$ cat src/rtl/ext_slave_obi_guard.sv
// OBI guard between the mochila external slave port and the SoC slave:
// registered request slice, outstanding-credit limit and response watchdog.
module ext_slave_obi_guard #(
    parameter int unsigned MAX_OUTSTANDING = 4,
    parameter int unsigned TIMEOUT_CYCLES  = 1024,
    parameter logic [31:0] ERR_RDATA       = 32'hBADCAB1E
) (
    input  logic        clk_i,
    input  logic        rst_i,
    input  logic        s_req_i,
    input  logic        s_we_i,
    input  logic [3:0]  s_be_i,
    input  logic [31:0] s_addr_i,
    input  logic [31:0] s_wdata_i,
    output logic        s_gnt_o,
    output logic        s_rvalid_o,
    output logic [31:0] s_rdata_o,
    output logic        m_req_o,
    output logic        m_we_o,
    output logic [3:0]  m_be_o,
    output logic [31:0] m_addr_o,
    output logic [31:0] m_wdata_o,
    input  logic        m_gnt_i,
    input  logic        m_rvalid_i,
    input  logic [31:0] m_rdata_i,
    input  logic        clr_timeout_i,
    output logic        timeout_o,
    output logic [7:0]  timeout_cnt_o,
    output logic        busy_o
);

    localparam int unsigned TW = (TIMEOUT_CYCLES > 1) ? $clog2(TIMEOUT_CYCLES) : 1;
    localparam logic [TW-1:0] TIMER_LOAD = TW'((TIMEOUT_CYCLES > 0) ? TIMEOUT_CYCLES - 1 : 0);
    localparam logic [4:0] MAX_W = 5'(MAX_OUTSTANDING);
    localparam logic WD_EN = (TIMEOUT_CYCLES > 0);

    logic        buf_valid;
    logic        buf_we;
    logic [3:0]  buf_be;
    logic [31:0] buf_addr;
    logic [31:0] buf_wdata;
    logic [3:0]  cnt;
    logic [3:0]  issued;
    logic [3:0]  drop;
    logic [TW-1:0] timer;
    logic        rvalid_q;
    logic [31:0] rdata_q;
    logic        flag_q;
    logic [7:0]  tcnt_q;

    logic credit_ok, gnt, accept, handshake;
    logic has_drop, has_issued, rv_drop, rv_fwd, timeout, retire;

    always_comb begin
        credit_ok  = ({1'b0, cnt} + {1'b0, drop}) < MAX_W;
        gnt        = !rst_i && credit_ok && (!buf_valid || m_gnt_i);
        accept     = s_req_i && gnt;
        handshake  = buf_valid && m_gnt_i;
        has_drop   = (drop != 4'd0);
        has_issued = (issued != 4'd0);
        rv_drop    = m_rvalid_i && has_drop;
        rv_fwd     = m_rvalid_i && !has_drop && has_issued;
        // A real rvalid in the terminal cycle beats the synthesized error.
        timeout    = WD_EN && has_issued && !m_rvalid_i && (timer == '0);
        retire     = rv_fwd || timeout;
    end

    always_ff @(posedge clk_i) begin
        if (rst_i) begin
            buf_valid <= 1'b0;
            buf_we    <= 1'b0;
            buf_be    <= 4'd0;
            buf_addr  <= 32'd0;
            buf_wdata <= 32'd0;
        end else if (accept) begin
            buf_valid <= 1'b1;
            buf_we    <= s_we_i;
            buf_be    <= s_be_i;
            buf_addr  <= s_addr_i;
            buf_wdata <= s_wdata_i;
        end else if (handshake) begin
            buf_valid <= 1'b0;
        end
    end

    always_ff @(posedge clk_i) begin
        if (rst_i) begin
            cnt    <= 4'd0;
            issued <= 4'd0;
            drop   <= 4'd0;
        end else begin
            cnt    <= cnt + 4'(accept) - 4'(retire);
            issued <= issued + 4'(handshake) - 4'(retire);
            drop   <= drop + 4'(timeout) - 4'(rv_drop);
        end
    end

    // Down-counter reloaded whenever the oldest issued transaction changes or none is pending.
    always_ff @(posedge clk_i) begin
        if (rst_i || !has_issued || m_rvalid_i || timeout) begin
            timer <= TIMER_LOAD;
        end else begin
            timer <= timer - TW'(1);
        end
    end

    always_ff @(posedge clk_i) begin
        if (rst_i) begin
            rvalid_q <= 1'b0;
            rdata_q  <= 32'd0;
        end else begin
            rvalid_q <= retire;
            if (rv_fwd) begin
                rdata_q <= m_rdata_i;
            end else if (timeout) begin
                rdata_q <= ERR_RDATA;
            end
        end
    end

    always_ff @(posedge clk_i) begin
        if (rst_i) begin
            flag_q <= 1'b0;
            tcnt_q <= 8'd0;
        end else if (timeout) begin
            flag_q <= 1'b1;
            if (clr_timeout_i) begin
                tcnt_q <= 8'd1;
            end else if (tcnt_q != 8'hFF) begin
                tcnt_q <= tcnt_q + 8'd1;
            end
        end else if (clr_timeout_i) begin
            flag_q <= 1'b0;
            tcnt_q <= 8'd0;
        end
    end

    assign s_gnt_o       = gnt;
    assign s_rvalid_o    = rvalid_q;
    assign s_rdata_o     = rdata_q;
    assign m_req_o       = buf_valid;
    assign m_we_o        = buf_we;
    assign m_be_o        = buf_be;
    assign m_addr_o      = buf_addr;
    assign m_wdata_o     = buf_wdata;
    assign timeout_o     = flag_q;
    assign timeout_cnt_o = tcnt_q;
    assign busy_o        = buf_valid || (cnt != 4'd0) || has_drop;

endmodule

$ cat config.mk
export PLATFORM = sky130hd
export DESIGN_NAME = ext_slave_obi_guard
export DESIGN_NICKNAME = d
export VERILOG_FILES = /design/src/rtl/ext_slave_obi_guard.sv
export SDC_FILE = /design/constraint.sdc
export NUM_CORES = 1
export LEC_CHECK = 0
export BUFFER_PORTS_ARGS = -buffer_cell sky130_fd_sc_hd__buf_4
export CAP_MARGIN = 20
export CORE_UTILIZATION = 52
export CTS_CLUSTER_SIZE = 25
export DETAILED_ROUTE_END_ITERATION = 10
export GPL_TIMING_DRIVEN = 0
export PLACE_DENSITY = 0.82
export SLEW_MARGIN = 20
export SYNTH_ARGS = -nofsm -noshare
export SYNTH_HDL_FRONTEND = slang
export SYNTH_SLANG_ARGS = --single-unit
$ cat constraint.sdc
create_clock -name clk_i -period 5.8 [get_ports clk_i]
set_clock_uncertainty 0.2 [all_clocks]
set_input_delay 0.29 -clock clk_i [delete_from_list [all_inputs] [get_ports clk_i]]
set_output_delay 0.29 -clock clk_i [all_outputs]
set_load 0.02 [all_outputs]
Yosys cells after proc, flatten, opt, wreduce, memory -nomap -nowiden. Cells that the tools add are included. Widths: inputs -> output; s select.

Bits in registers: 134. Bits of input ports: 107. Output and inout port bits: 114. Word-level logic and storage cells: 64.

Add/subtract/negate cells: 9. Magnitude comparators: 1. Eq/ne operators: 1. Mux-type cells: 10. Reductions and logical operators: 30.

Operators by type and width (number): $mux 32 (2); $mux 8 (4); $add 4x1->4 (3); $reduce_bool 4->1 (3); $sub 4x1->4 (3); $logic_not 10->1 (1); $sub 10x1->10 const B (1); $logic_and 1x1->1 (9); $add 8x1->8 const B (1); $ne 8x8->1 const B (1); $reduce_bool 2->1 (4); $logic_or 1x1->1 (7); $add 4x4->5 (1); $logic_not 1->1 (5); $lt 5x3->1 const B (1); $mux 1 (4); $reduce_and 2->1 (1).

Depth between registers and ports, before layout. Gate-level depths: netlist of the first run.

Depth in word-level cells: 7. Depth in mapped cells: 14. Mapped depth without buffers: 13.

Worst setup path before layout of the first run. OpenSTA, ideal clock, no wires.

Kind: register to register. Start point: register timer[0]. End point: register issued[2]. Setup time: 128 ps. Arrival time: 2639 ps. Required time: 5472 ps. Slack: 2833 ps. Cell stages (with the launch flop): 15. Path buffers: 1. Clock period less this slack: 2967 ps. Path through: dfxtp_1 > inv_1 > ha_1 > nor4b_4 > a41oi_1 > or2_1 > clkbuf_1 > inv_1 > ha_1 > inv_1 > ha_1 > inv_1 > fa_1 > xor2_1 > nor2_1.

Longest elaborated chain between the ends: 4.

RTL lines: from (decl) (line 45) `logic [TW-1:0] timer;`; from (signal assigned) (line 103) `timer <= timer - TW'(1);`; $logic_not 10->1 (line 64) `timeout = WD_EN && has_issued && !m_rvalid_i && (timer == '0);`; $logic_and 1x1->1 (line 64); $logic_or 1x1->1 (line 65) `retire = rv_fwd || timeout;`; via retire (line 52) `logic has_drop, has_issued, rv_drop, rv_fwd, timeout, retire;`; $sub 4x1->4 (line 93) `issued <= issued + 4'(handshake) - 4'(retire);`; to (signal assigned) (line 93); to (decl) (line 43) `logic [3:0] issued;`.

The timed path passes the listed nets, and every way through them passes these cells. A chain may end at the register's enable or synchronous reset.

Worst setup path after layout of the first run.
Start point: register drop[2]. End point: register cnt[2].

Elaborated cells on any way between the ends: 12. Classes of those cells: 3 x add/sub; 1 x order compare; 8 x reduce/logical.

RTL lines: from (decl) (line 44) `logic [3:0] drop;`; from (signal assigned) (line 94) `drop <= drop + 4'(timeout) - 4'(rv_drop);`; $reduce_bool 4->1 (line 59) `has_drop = (drop != 4'd0);`; $logic_not 1->1 (line 62) `rv_fwd = m_rvalid_i && !has_drop && has_issued;`; $logic_and 1x1->1 (2 in a row) (line 62); $logic_or 1x1->1 (line 65); via retire (line 52); $sub 4x1->4 (line 92) `cnt <= cnt + 4'(accept) - 4'(retire);`; to (signal assigned) (line 92); to (decl) (line 42) `logic [3:0] cnt;`.

The timed path passes the listed nets, and every way through them passes these cells.

==> impl_metrics.tcl, run 1 <==
set metrics [dict create \
    status "complete, no violations" \
    drive_above_1_share 0.256 \
    final_cell_mix "219 x buf_4, 134 x dfxtp_1, 106 x dlygate4sd3_1" \
    cts.clk_slew.worst_paths_ns 0.06 \
    p_leak_nw 3.77 \
    end_kind "flop" \
    vias_per_cell 5.82 \
    drv_cap 0 \
    cts-root-buf "clkbuf_8" \
    dieArea_um2 11100 \
    rr_endpoint "cnt[2]" \
    cts_tree "built" \
    yosysUniqueCellTypes 45 \
    hold_class "flop to flop" \
    synthArstFlopShare 0 \
    num_io_pins 221 \
    cp.required_ns 5.99 \
    r2r-start "drop[2]" \
    synthCells 657 \
    finalCriticalPeriod_ns 3.67 \
    area_growth_pct 61.9 \
    wl_per_cell_um 19.1 \
    fin_cells 1151 \
    synth_enable_flop_cells 0 \
    avgSynthCellArea_um2 8.44 \
    fmax_mhz 272 \
    start_util 0.537 \
    cts_hold_buf 106 \
    row_count 37 \
    ys_seq_area_frac 0.484 \
    drt_iter0_drc 642 \
    io_buffers 219 \
    dr.pass1.iters 6 \
    dpl.hpwl_um 12400 \
    ys_seq_elements 134 \
    period_share 0.633 \
    ys_warn_count 0 \
    grt_max_degree 17 \
    start_kind "flop" \
    core_area_um2 10300 \
    setup_violations 0 \
    drc 0 \
    drt-total-wl_um 22000 \
    globalplace.congestion 0.823 \
    final_common_cell "buf_4" \
    clk_latency_ns 0.53 \
    syn_area_um2 5550 \
    hold_start "timer[0]" \
    r2r_slack_ns 2.13 \
    grt_pass1_vias 6922 \
    final.setup.tns_ns 0 \
    vias 6697 \
    dp.cells 1012 \
    post_cts_resized 0 \
    worstSetupPathType "flop to flop" \
    p_per_area_nw_per_um2 403 \
    final_max_slew_viol_count 0 \
    worst_ep_arrival_time_ns 3.86 \
    die_w_um 105 \
    ys.flop_type "dfxtp_1" \
    clock-sinks 134 \
    grtUsageTotal 0.406 \
    grt_antenna_before_repair 1 \
    hold_path_depth 1 \
    clk_path_buf_depth 2 \
    cts_setup_buffers 0 \
    overflow 0 \
    hold_end "timer[0]" \
    nets 1131 \
    drtAntennaViolNets 0 \
    hold_viol 0 \
    design_area_um2 8980 \
    die_h_um 105 \
    r2r_cells 13 \
    peakVddDrop_mv 0.292 \
    cts_buffers 17 \
    place_area_um2 7360 \
    path_max_fanout 10 \
    slew_headroom 0.384 \
    worst_pin_slew_ns 0.922 \
    syn_nets 787 \
    htreeDepth 4 \
    rsz0062_at_grt "no" \
    grt_pass1_wl_um 35100 \
]
-- layout make-up --
cell class / instances / area, µm²
diodes: 2 / 5.00
plain buffers: 51 / 200
clock buffers: 22 / 453
clock inverters: 9 / 103
fillers: 536 / 1340
inverters: 46 / 173
multi-input cells: 426 / 2490
flip-flops and latches: 134 / 2680
well taps: 136 / 170
repair buffers: 325 / 2710
-- Yosys cell counts (2+ instances only) --
cell type | number | area share
or3_1 | 2 | 0.0023
nor2b_1 | 6 | 0.0068
nor4_1 | 3 | 0.0034
a21oi_1 | 94 | 0.085
inv_2 | 2 | 0.0014
inv_1 | 44 | 0.030
a21o_1 | 3 | 0.0041
buf_1 | 2 | 0.0014
o31ai_1 | 4 | 0.0054
nor2_1 | 37 | 0.025
fa_1 | 3 | 0.011
a211oi_1 | 21 | 0.028
nand4_1 | 5 | 0.0056
o21ai_0 | 85 | 0.077
xor2_1 | 2 | 0.0032
or4_1 | 5 | 0.0068
nand2_1 | 25 | 0.017
xnor2_1 | 8 | 0.013
and3_1 | 2 | 0.0023
a41oi_1 | 2 | 0.0032
nor3_1 | 3 | 0.0027
nor3b_1 | 2 | 0.0027
nand3_1 | 76 | 0.069
o211ai_1 | 2 | 0.0027
dfxtp_1 | 134 | 0.48
ha_1 | 20 | 0.045
clkbuf_1 | 47 | 0.032
-- stage by stage --
| stage | hold slack (ns) | util | power (mW) | setup WS, ns |
|---|---|---|---|---|
| 2_1_floorplan | 0.179 | - | 1.97 | 2.83 |
| 3_3_place_gp | 0.191 | 0.713 | 2.39 | 2.45 |
| 3_5_place_dp | 0.203 | 0.713 | 2.45 | 2.28 |
| 4_1_cts | 0.219 | 0.870 | 3.53 | 2.22 |
| 5_1_grt | 0.239 | 0.870 | 3.79 | 1.86 |
| 6_report | 0.218 | 0.870 | 3.62 | 2.13 |
-- worst max path at each step --
stage | startpoint | endpoint | slack (ns) | cells after the start
floorplan | timer[0] | issued[2] | 2.83 | 14
CTS | timer[0] | issued[2] | 2.22 | 14
finish | drop[2] | cnt[2] | 2.13 | 13
global route | issued[2] | issued[2] | 1.86 | 13
detailed placement | timer[0] | issued[2] | 2.28 | 14
global placement | timer[0] | issued[2] | 2.45 | 14
-- logic make-up after synthesis --
family | count (synthesis) | synth area share
compound gates | 214 | 0.210
xor+xnor | 10 | 0.0158
fa+ha+maj | 23 | 0.0559
buf+inv | 97 | 0.0672
flops | 134 | 0.484
simple gates | 179 | 0.168
-- flip-flops by register name (all words and copies together), names as in the netlist --
signal	cells
s_rvalid_o	1
timeout_cnt_o	8
s_rdata_o	32
timeout_o	1
m_wdata_o	32
issued	4
cnt	4
drop	4
m_we_o	1
m_req_o	1
m_addr_o	32
timer	10
m_be_o	4
-- worst max-delay path: stages, from the launching register on --
cell      delay, ns
dfxtp_1        0.35
inv_1          0.07
ha_1           0.22
and4bb_2       0.26
a41oi_1        0.45
or2_1          0.25
clkbuf_1       0.42
inv_1          0.14
ha_1           0.30
inv_1          0.04
ha_1           0.20
fa_1           0.38
xnor2_1        0.18
nor2_1         0.07
-- power breakdown --
part / switching (mW) / internal [mW]
registers: 0.112 / 1.09
logic: 0.842 / 0.551
clock network: 0.401 / 0.629
-- per-layer routing --
metal | track usage | vias up | share of wire
met4 | 0.276 | 0 | 0.063
li1 | - | 2991 | -
met3 | 0.105 | 130 | 0.073
met2 | 0.680 | 432 | 0.50
met5 | 0 | - | 0
met1 | 0.453 | 3144 | 0.37
Power figures use the tool's default switching activity.
==> run 2, diff against run 1 <==
Settings changed: ABC_AREA set to 1, CORE_UTILIZATION 52 to 45, PLACE_DENSITY 0.82 to 0.73.
Clock period 5.8 ns to 3.3 ns, I/O delays scaled along.
==> run 2 against run 1 <==
  * Clock-buffer cell count decreased by 2
  * Sequential share of layout area fell by 2.5 points
  * Hold slack worse by 0.098 ns
  * First-iteration DRC count is 48% lower
  * Combinational power is 88% higher
  * Clock power rose by 110%
  * Critical endpoint is now issued[2]
  * Largest power group unchanged
==> impl_metrics.tcl, run 2 <==
set metrics [dict create \
    avgSynthCellArea_um2 8.74 \
    drv_cap 0 \
    grt_pass1_vias 6293 \
    vias_per_cell 4.92 \
    ys_seq_elements 134 \
    p_per_area_nw_per_um2 704 \
    period_share 0.871 \
    hold_class "input port to flop" \
    io_buffers 218 \
    yosysUniqueCellTypes 29 \
    rsz0062_at_grt "no" \
    area_growth_pct 57.9 \
    final_common_cell "buf_4" \
    worstSetupPathType "flop to flop" \
    cts_buffers 17 \
    drt-total-wl_um 18900 \
    drt_iter0_drc 333 \
    hold_viol 0 \
    yosysTopAreaCell "dfxtp_1" \
    syn_area_um2 6210 \
    grt_antenna_before_repair 0 \
    status "complete, no violations" \
    vias 6109 \
    nFillCells 978 \
    grt_pass1_wl_um 30600 \
    synth_enable_flop_cells 0 \
    grt_max_degree 17 \
    finalCriticalPeriod_ns 2.88 \
    final_cell_mix "219 x buf_4, 134 x dfxtp_1, 129 x nand2_1" \
    drtAntennaViolNets 0 \
    globalplace.congestion 0.817 \
    grtUsageTotal 0.271 \
    dpl.hpwl_um 11600 \
    num_io_pins 221 \
    dieArea_um2 14300 \
    yosysTopAreaCellShare 0.432 \
    cts-root-buf "clkbuf_16" \
    htreeDepth 4 \
    setup_violations 0 \
    synthArstFlopShare 0 \
    start_util 0.465 \
    synthCells 710 \
    final_max_slew_viol_count 0 \
    cts_setup_buffers 0 \
    clk_path_buf_depth 2 \
    fmax_mhz 348 \
    ys_warn_count 0 \
    end_kind "flop" \
    yosys-top-cells-count "134 x dfxtp_1, 129 x nand2_1, 71 x nor2_1" \
    wl_per_cell_um 15.2 \
    yosysMostFrequentCell "dfxtp_1" \
    overflow 0 \
    worst_ep_arrival_time_ns 2.97 \
    ys_seq_area_frac 0.432 \
    fin_cells 1242 \
    drc 0 \
    nets 1183 \
    start_kind "flop" \
    place_area_um2 8060 \
    clk_latency_ns 0.41 \
    path_max_fanout 11 \
    antenna_cells 0 \
    slew_headroom 0.479 \
    syn_nets 840 \
    p_leak_nw 4.20 \
    die_w_um 119 \
    dr.pass1.iters 7 \
    cts_tree "built" \
    final.setup.tns_ns 0 \
    clock-sinks 134 \
    row_count 42 \
    core_area_um2 13300 \
    dp.cells 1104 \
    design_area_um2 9800 \
    drive_above_1_share 0.400 \
    die_h_um 119 \
    ys.flop_type "dfxtp_1" \
    cp.required_ns 3.39 \
    peakVddDrop_mv 0.413 \
    worst_pin_slew_ns 0.781 \
    utilization 0.734 \
    finalPower_mw 6.90 \
    cts.clk_slew.worst_paths_ns 0.06 \
    synth.area.top_cells "dfxtp_1 43%, nand3_2 11%, a21oi_2 9.7%, nand2_1 7.8%, nor2_1 4.3%" \
]
run 2: cell count changes after synthesis, moves of 8 or more:
cell and change:
nand2_1 +104, nand3_2 +70, a21oi_2 +69, a21oi_1 -64, o21ai_0 -57, nand3_1 -49, clkbuf_1 -37, nor2_1 +34
a211oi_1 -21, buf_2 +20, inv_1 +20, buf_12 +8
run 2: worst max-delay path: stages, from the launching register on:
cell,delay (ns)
dfxtp_1,0.33
inv_1,0.06
ha_1,0.20
nand2_1,0.13
nor2_2,0.17
nand3_1,0.16
nand2_1,0.17
buf_2,0.25
ha_1,0.26
inv_1,0.06
ha_1,0.15
inv_1,0.05
fa_1,0.38
xor2_1,0.15
nor2_1,0.05
run 2: area by class of cell:
type	instances	area, µm²	area share
Sequential cell	134	2680	0.274
Clock buffer	20	457	0.0466
Multi-Input combinational cell	468	2950	0.301
Timing Repair Buffer	324	2700	0.275
Inverter	66	248	0.0253
Clock inverter	12	221	0.0226
Tap cell	176	220	0.0225
Buffer	42	325	0.0332
run 2: logic make-up (layout without fill, tap and decap cells):
group | Yosys count | in the layout | synth area share
simple gates | 311 | 311 | 0.272
flops | 134 | 134 | 0.432
compound gates | 128 | 128 | 0.145
buf+inv | 108 | 464 | 0.0923
fa+ha+maj | 23 | 23 | 0.0500
xor+xnor | 6 | 6 | 0.00847
run 2: final timing paths:
kind            start  slack [ns]            to  depth (start not counted)
max reg2reg  timer[0]        0.42     issued[2]                         14
max          timer[0]        0.42     issued[2]                         14
min reg2reg  timer[0]        0.22      timer[0]                          1
min           s_req_i        0.12  m_wdata_o[0]                          4
run 2: timing repair:
item,in CTS,in global routing
setup endpoints to repair,0,0
resized for setup,0,0
hold buffers,106,0
hold endpoints to repair,117,0
run 2: stage by stage:
stage,setup slack [ns],hold slack (ns)
floorplan,0.746,0.108
global placement,0.419,0.203
detailed placement,0.428,0.207
finish,0.425,0.119
CTS,0.425,0.109
global route,0.148,0.139
run 2: layer usage:
layer | track usage | routed length, µm | vias up | share of wire
met4 | 0.158 | 830 | 0 | 0.044
li1 | - | - | 3003 | -
met5 | 0 | 0 | - | 0
met3 | 0.0714 | 1030 | 66 | 0.054
met2 | 0.463 | 9540 | 212 | 0.51
met1 | 0.304 | 7480 | 2828 | 0.40
run 2: where the power goes:
part / internal, mW / switching (mW)
clock: 1.46 / 0.728
combinational: 1.14 / 1.48
sequential: 1.91 / 0.172
total: 4.52 / 2.38
==> run 3, diff against run 2 <==
Settings changed: CORE_MARGIN set to 2.
==> run 3 against run 2 <==
  * Wire length is 2.2% lower
  * Hold slack better by 0.018 ns
  * Clock-buffer cell count is 4 higher
  * Critical path depth stayed put
  * Maximum frequency is 0.18% higher
  * Combinational power hardly changed
  * Non-clock buffer count stayed put
  * Largest power group unchanged
  * Highest routed layer unchanged
==> impl_metrics.tcl, run 3 (synthesized netlist as in run 2, its figures left out) <==
set metrics [dict create \
    num_io_pins 221 \
    area_growth_pct 56.2 \
    switching_share 0.356 \
    p_switching_mw 2.32 \
    die_w_um 121 \
    vias 6021 \
    peakVddDrop_mv 0.430 \
    final.setup.tns_ns 0 \
    crit_path_start "timer[0]" \
    pwr-share-comb 0.399 \
    setup_violations 0 \
    core_area_um2 13300 \
    fin_cells 1241 \
    grt_antenna_before_repair 0 \
    final_cell_mix "219 x buf_4, 134 x dfxtp_1, 129 x nand2_1" \
    clk_path_buf_depth 2 \
    nets 1183 \
    cts_tree "built" \
    io_buffers 218 \
    clk_latency_ns 0.42 \
    path_delay_family "adder cells" \
    final_common_cell "buf_4" \
    hold_class "input port to flop" \
    cpMaxStageDelayCell "fa_1" \
    slew_headroom 0.456 \
    end_kind "flop" \
    worst_ep_arrival_time_ns 2.96 \
    htreeDepth 4 \
    rsz0062_at_grt "no" \
    globalplace.congestion 0.833 \
    holdWs_ns 0.137 \
    cp.required_ns 3.39 \
    wl_per_cell_um 14.9 \
    row_count 42 \
    worstSetupPathType "flop to flop" \
    worst_pin_slew_ns 0.816 \
    drt-total-wl_um 18500 \
    path_cells "inv_1 -> ha_1 -> nand2_1 -> nor2_2 -> nand3_1 -> nand2_1 -> buf_2 -> ha_1 -> inv_1 -> ha_1 -> inv_1 -> fa_1 -> xor2_1 -> nor2_1" \
    cts_setup_buffers 0 \
    dieArea_um2 14700 \
    p_leak_nw 4.14 \
    overflow 0 \
    cts_buffers 17 \
    start_util 0.465 \
    hold_start "s_req_i" \
    dp.cells 1104 \
    path_max_fanout 11 \
    crit_path_max_incr_delay_ns 0.38 \
    grt_pass1_vias 5946 \
    dr.pass1.iters 7 \
    clock-sinks 134 \
    die_h_um 121 \
    vias_per_cell 4.85 \
    crit_buf_inv 4 \
    fmax_mhz 348 \
    cts-root-buf "clkbuf_16" \
    r2r-start "timer[0]" \
    internal-power_mw 4.20 \
    p_per_area_nw_per_um2 673 \
    start_kind "flop" \
    drtAntennaViolNets 0 \
    drc 0 \
    dpl.hpwl_um 11800 \
    drive_above_1_share 0.395 \
    p_seq_frac 0.318 \
    drv_cap 0 \
    status "complete, no violations" \
    grt_pass1_wl_um 29300 \
    post_cts_resized 0 \
    antenna_cells 0 \
    grt_max_degree 17 \
    period_share 0.870 \
    hold_viol 0 \
    drt_iter0_drc 261 \
    final_max_slew_viol_count 0 \
    grtUsageTotal 0.253 \
    cts.clk_slew.worst_paths_ns 0.06 \
    p_clk_frac 0.283 \
    finalCriticalPeriod_ns 2.87 \
]
## run 3: stage by stage
stage                     area (µm²)   util  power [mW]  setup WS (ns)
after detailed placement        8060  0.604        4.58          0.421
after global placement          8060  0.604        4.55          0.438
after floorplan                 6210      -        3.78          0.746
after global routing            9690  0.726        6.91          0.173
final                           9690  0.726        6.53          0.430
after CTS                       9690  0.726        6.54          0.419
## run 3: layout make-up
type	instances	area, µm²
Buffer	42	325
Clock buffer	24	472
Timing Repair Buffer	324	2700
Multi-Input combinational cell	468	2950
Fill cell	1011	3650
Inverter	66	248
Clock inverter	7	97.6
Tap cell	176	220
Sequential cell	134	2680
## run 3: layer usage
| layer | GRT usage | part of all wire | vias up |
|---|---|---|---|
| met4 | 0.115 | 0.036 | 0 |
| met3 | 0.0724 | 0.056 | 55 |
| li1 | - | - | 2992 |
| met2 | 0.441 | 0.51 | 187 |
| met1 | 0.285 | 0.40 | 2787 |
| met5 | 0 | 0 | - |
## run 3: path summary, 6_finish.rpt
path | slack [ns] | cells past startpoint | end
min reg2reg | 0.22 | 1 | timer[0]
max | 0.43 | 14 | issued[2]
min | 0.14 | 4 | m_wdata_o[3]
max reg2reg | 0.43 | 14 | issued[2]
## run 3: worst reg2reg max path: stages (launching register included)
cell     delay (ns)
dfxtp_1        0.33
inv_1          0.06
ha_1           0.20
nand2_1        0.13
nor2_2         0.17
nand3_1        0.16
nand2_1        0.18
buf_2          0.24
ha_1           0.26
inv_1          0.05
ha_1           0.15
inv_1          0.05
fa_1           0.38
xor2_1         0.15
nor2_1         0.05
## run 3: repair_timing
item / 4_1_cts / 5_1_grt
endpoints found under the hold margin: 116 / 0
hold buffers: 106 / 0
endpoints found under the setup margin: 0 / 0
## run 3: power groups by stage
stage,clock [mW],combinational (mW),sequential (mW)
2_1_floorplan,0,1.42,2.36
3_3_place_gp,0,2.45,2.10
3_5_place_dp,0,2.48,2.10
4_1_cts,1.87,2.59,2.07
5_1_grt,1.94,2.86,2.12
6_report,1.84,2.61,2.08
